$ cat config.mk
export PLATFORM = sky130hd
export DESIGN_NAME = sc_fir_ctrl
export DESIGN_NICKNAME = d
export VERILOG_FILES = /design/src/rtl/sc_fir_ctrl.sv
export SDC_FILE = /design/constraint.sdc
export NUM_CORES = 1
export LEC_CHECK = 0
export ABC_CLOCK_PERIOD_IN_PS = 4200
export CAP_MARGIN = 20
export CELL_PAD_IN_SITES_DETAIL_PLACEMENT = 0
export CELL_PAD_IN_SITES_GLOBAL_PLACEMENT = 1
export CORE_MARGIN = 2
export CORE_UTILIZATION = 35
export CTS_CLUSTER_SIZE = 30
export DETAILED_ROUTE_END_ITERATION = 10
export DONT_BUFFER_PORTS = 1
export GPL_ROUTABILITY_DRIVEN = 0
export PLACE_DENSITY = 0.71
export SLEW_MARGIN = 20
export SYNTH_ARGS = -nofsm -noshare
export SYNTH_HDL_FRONTEND = slang
export SYNTH_SLANG_ARGS = --single-unit
$ cat constraint.sdc
create_clock -name clock -period 4.2 [get_ports clock]
set_clock_uncertainty 0.15 [all_clocks]
set_input_delay 1.05 -clock clock [delete_from_list [all_inputs] [get_ports clock]]
set_output_delay 1.05 -clock clock [all_outputs]
set_load 0.01 [all_outputs]
$ cat src/rtl/sc_fir_ctrl.sv
// sc_fir_ctrl: sequencer for a stochastic-computing FIR filter.
// It accepts one binary sample, advances the delay line and runs one
// 2^N-cycle stochastic window. It then captures the back-converted result
// and holds it on a valid/ready output port until the result is taken.
module sc_fir_ctrl #(
    parameter int N       = 8,
    parameter int LENGTH  = 19,
    parameter int LEN_IDX = 5
) (
    input  logic                 clock,
    input  logic                 reset,
    input  logic                 flush,
    input  logic [N:0]           in_data,
    input  logic                 in_valid,
    output logic                 in_ready,
    output logic [N:0]           sample,
    output logic [N-1:0]         sng_cnt,
    output logic                 shift_en,
    output logic                 acc_clr,
    output logic                 acc_en,
    output logic                 dl_clr,
    input  logic [(N+1)*4-1:0]   bc_in,
    output logic [(N+1)*4-1:0]   out_data,
    output logic                 out_primed,
    output logic                 out_valid,
    input  logic                 out_ready
);

    typedef enum logic [2:0] {
        IDLE,
        LOAD,
        RUN,
        CAPTURE,
        HOLD
    } state_t;

    state_t                state_q, state_d;
    logic [N:0]            sample_q;
    logic [N-1:0]          cnt_q;
    logic [LEN_IDX-1:0]    fill_q;
    logic [(N+1)*4-1:0]    out_data_q;
    logic                  primed_q;
    logic                  dl_clr_q;

    logic fill_full;
    assign fill_full = (fill_q == LEN_IDX'(LENGTH));

    // State register.
    always_ff @(posedge clock or posedge reset) begin
        if (reset) state_q <= IDLE;
        else       state_q <= state_d;
    end

    // Next-state logic and Moore output decode; flush overrides every transition.
    always_comb begin
        state_d   = state_q;
        in_ready  = 1'b0;
        shift_en  = 1'b0;
        acc_clr   = 1'b0;
        acc_en    = 1'b0;
        out_valid = 1'b0;
        case (state_q)
            IDLE: begin
                in_ready = 1'b1;
                if (in_valid) state_d = LOAD;
            end
            LOAD: begin
                shift_en = 1'b1;
                acc_clr  = 1'b1;
                state_d  = RUN;
            end
            RUN: begin
                acc_en = 1'b1;
                if (cnt_q == '1) state_d = CAPTURE;
            end
            CAPTURE: begin
                state_d = HOLD;
            end
            HOLD: begin
                out_valid = 1'b1;
                if (out_ready) state_d = IDLE;
            end
            default: state_d = IDLE;
        endcase
        if (flush) state_d = IDLE;
    end

    // Datapath registers: sample latch, window counter, fill counter, result.
    always_ff @(posedge clock or posedge reset) begin
        if (reset) begin
            sample_q   <= '0;
            cnt_q      <= '0;
            fill_q     <= '0;
            out_data_q <= '0;
            primed_q   <= 1'b0;
            dl_clr_q   <= 1'b0;
        end else begin
            dl_clr_q <= flush;
            if (flush) begin
                cnt_q  <= '0;
                fill_q <= '0;
            end else begin
                case (state_q)
                    IDLE: if (in_valid) sample_q <= in_data;
                    LOAD: begin
                        cnt_q <= '0;
                        if (!fill_full) fill_q <= fill_q + LEN_IDX'(1);
                    end
                    RUN: cnt_q <= cnt_q + N'(1);
                    CAPTURE: begin
                        out_data_q <= bc_in;
                        primed_q   <= fill_full;
                    end
                    default: ;
                endcase
            end
        end
    end

    assign sample     = sample_q;
    assign sng_cnt    = cnt_q;
    assign dl_clr     = dl_clr_q;
    assign out_data   = out_data_q;
    assign out_primed = primed_q;

endmodule
==> flow_metrics.py <==
metrics = {
    "yosys": {
        "yosys_warnings": 0,
        "synth.area.mux_share_pct": 20.96,
        "synthCells": 190,
        "yosys.area_share.simple_pct": 8.147,
        "synth_seq_area_share_pct": 60.03,
        "synth_nets": 242,
        "yosys-top-cells-area": "dfrtp_1, mux2_2, o211ai_1",
        "synth.most_common_cell": "dfrtp_1",
        "async_flop_share_pct": 100.0,
        "ys_types": 37,
        "synth-compound-area-share_pct": 6.241,
        "synth.top_cell.area_share_pct": 60.03,
        "synth_xor_area_share_pct": 0.3335,
        "synth_fa_ha_area_share_pct": 0.9528,
        "synth.ff_latch_count": 63,
        "synth_edf_count": 0,
        "synth_top_family_by_area": "multiplexers",
        "syn-cell-area_um2": 2626,
        "synth_ff_type": "dfrtp_1",
        "netlist_top_cells_count": "dfrtp_1, mux2_2, inv_1",
        "synth_top_area_cell": "dfrtp_1",
        "avgSynthCellArea_um2": 13.82,
    },
    "floorplan": {
        "start_util_pct": 36.21,
        "io_pins": 110,
        "die_area_um2": 8213,
        "coreArea_um2": 7253,
        "die_w_um": 90.63,
        "num_rows": 31,
        "fp.dieH_um": 90.63,
    },
    "setup_path": {
        "reg2reg_slack_ps": 2160,
        "r2r_end": "sng_cnt[7]",
        "cp-start-kind": "register",
        "critPathKind": "register to primary output",
        "crit_required_ps": 3000,
        "crit_path_end_kind": "primary output",
        "rr_worst_depth": 3,
        "cp-endpoint": "acc_clr",
        "crit_path_start": "state_q[0]",
        "cp_max_fo": 9,
        "r2r-start": "state_q[0]",
        "cp.arrival_ps": 1650,
    },
    "clock_tree": {
        "cts_buffer_depth": 2,
        "cts_buffers": 9,
        "cts.sinks": 63,
        "ctsResizeCount": 0,
        "cts_hold_buf": 0,
        "postCtsSetupBuffers": 0,
        "clk_latency_ps": 330,
        "clk_pin_slew_ps": 70,
        "clock-root-buffer": "clkbuf_8",
        "htree_levels": 3,
        "cts_tree": "done",
    },
    "cells_and_area": {
        "seq_area_um2": 1577,
        "fin_util_pct": 40.25,
        "final_cells": 296,
        "drive_gt1_share_pct": 35.53,
        "nFillCells": 688,
        "multiInputGateArea_um2": 977.2,
        "final_nets": 245,
        "syn_to_final_growth_pct": 11.15,
        "fin_area_um2": 2919,
        "n_antenna_cell": 0,
    },
    "timing": {
        "rsz0062_at_grt": "false",
        "slew_headroom_pct": 45.76,
        "maxSlewViolCount": 0,
        "fmax_ghz": 0.3514,
        "max_slew.worst_pin.slew_ps": 812.4,
        "setup_viol": 0,
        "hold_violations": 0,
        "fin_crit_ps": 2846,
        "finalCritPeriodShare_pct": 67.75,
        "finalSetupTns_ps": 0,
        "holdWs_ps": 426.9,
    },
    "detailed_routing": {
        "routed_wl_um": 5036,
        "first_pass_iters": 4,
        "drtAntennaViolNets": 0,
        "drc": 0,
        "drt_first_iter_violations": 40,
        "vias": 1522,
        "vias_per_cell": 5.142,
        "routedWlPerCell_um": 17.01,
    },
    "hold_path": {
        "min_path_cells": 2,
        "hp-class": "register to register",
    },
    "power": {
        "powerDensity_nw_per_um2": 612.9,
        "p_leak_uw": 0.001275,
        "vdd_ir_drop_max_uv": 316.5,
    },
    "placed_design": {
        "place_inst": 281,
        "place_hpwl_um": 3413,
        "io_buffers": 0,
        "place_area_um2": 2723,
    },
    "global_routing": {
        "antenna_found_initial": 0,
        "use_met2_pct": 20.27,
        "grt.overflow.total": 0,
        "grt_max_degree": 41,
        "grt_pass1_wl_um": 8197,
        "grt_pass1_vias": 1598,
        "grt_use_met1_pct": 14.92,
        "busiest_layer": "met2",
        "gr-usage-met3_pct": 6.010,
        "grt_use_total_pct": 13.02,
    },
    "run_status": {
        "outcome": "finished, final reports clean",
    },
    "run": {
        "drv_cap": 0,
    },
}
registers in the layout, summed over array words and instances (netlist names):
signal / cells
fill_q: 5
out_data: 36
dl_clr: 1
sample: 9
sng_cnt: 8
state_q: 3
out_primed: 1
final cells by class:
class | instances | area share [%]
Timing Repair Buffer | 2 | 0.5144
Sequential cell | 63 | 54.01
Clock buffer | 11 | 5.186
Tap cell | 99 | 4.243
Clock inverter | 4 | 1.543
Multi-Input combinational cell | 109 | 33.48
Inverter | 8 | 1.029
worst min-delay path by stage:
stage | startpoint | endpoint
2_1_floorplan | fill_q[1] | fill_q[1]
3_3_place_gp | sample[5] | sample[5]
3_5_place_dp | sample[0] | sample[0]
4_1_cts | fill_q[1] | fill_q[1]
5_1_grt | sample[8] | sample[8]
6_report | fill_q[1] | fill_q[1]
critical path: stages, from the launching register on:
cell and delay [ps]:
dfrtp_1 520, or3b_2 520, inv_1 270
cells by family (layout without fill, tap and decap cells):
family / after synthesis / in the layout
DFF: 63 / 63
muxes: 49 / 49
and+or+nand+nor: 33 / 33
AOI/OAI and AO/OA: 24 / 24
buffers and inverters: 18 / 25
adders and majority gates: 2 / 2
xor gates and xnor gates: 1 / 1
where the power goes:
part / internal, µW / switching [µW] / total [µW]
combinational: 154 / 82.3 / 236
clock: 300 / 223 / 523
sequential: 802 / 228 / 1030
total: 1260 / 533 / 1790
layout by cell type (no fill, tap or decap), drive strengths merged, types with 2 or more instances in the layout:
| master | count |
|---|---|
| clkbuf | 11 |
| nand3 | 4 |
| mux2 | 48 |
| clkinv | 3 |
| nand2 | 3 |
| or4 | 3 |
| dfrtp | 63 |
| buf | 2 |
| nor3 | 4 |
| nor4bb | 2 |
| ha | 2 |
| nor2 | 4 |
| nand4 | 3 |
| o21ai | 4 |
| inv | 8 |
| nor2b | 2 |
| o211ai | 6 |
| nor3b | 2 |
| a21oi | 5 |
metrics by stage:
stage / total power [µW] / setup WS [ps]
2_1_floorplan: 1218 / 1430
3_3_place_gp: 1274 / 1654
3_5_place_dp: 1290 / 1641
4_1_cts: 1829 / 1332
5_1_grt: 1890 / 1279
6_report: 1789 / 1354
metal layers:
metal	vias to the layer above	routed length, µm	share of wire [%]
met2	73	2349	47
met3	10	516	10
met1	746	2067	41
li1	693	-	-
met4	0	102	2.0
met5	-	0	0
No activity file was read; power rests on OpenSTA's default activity.
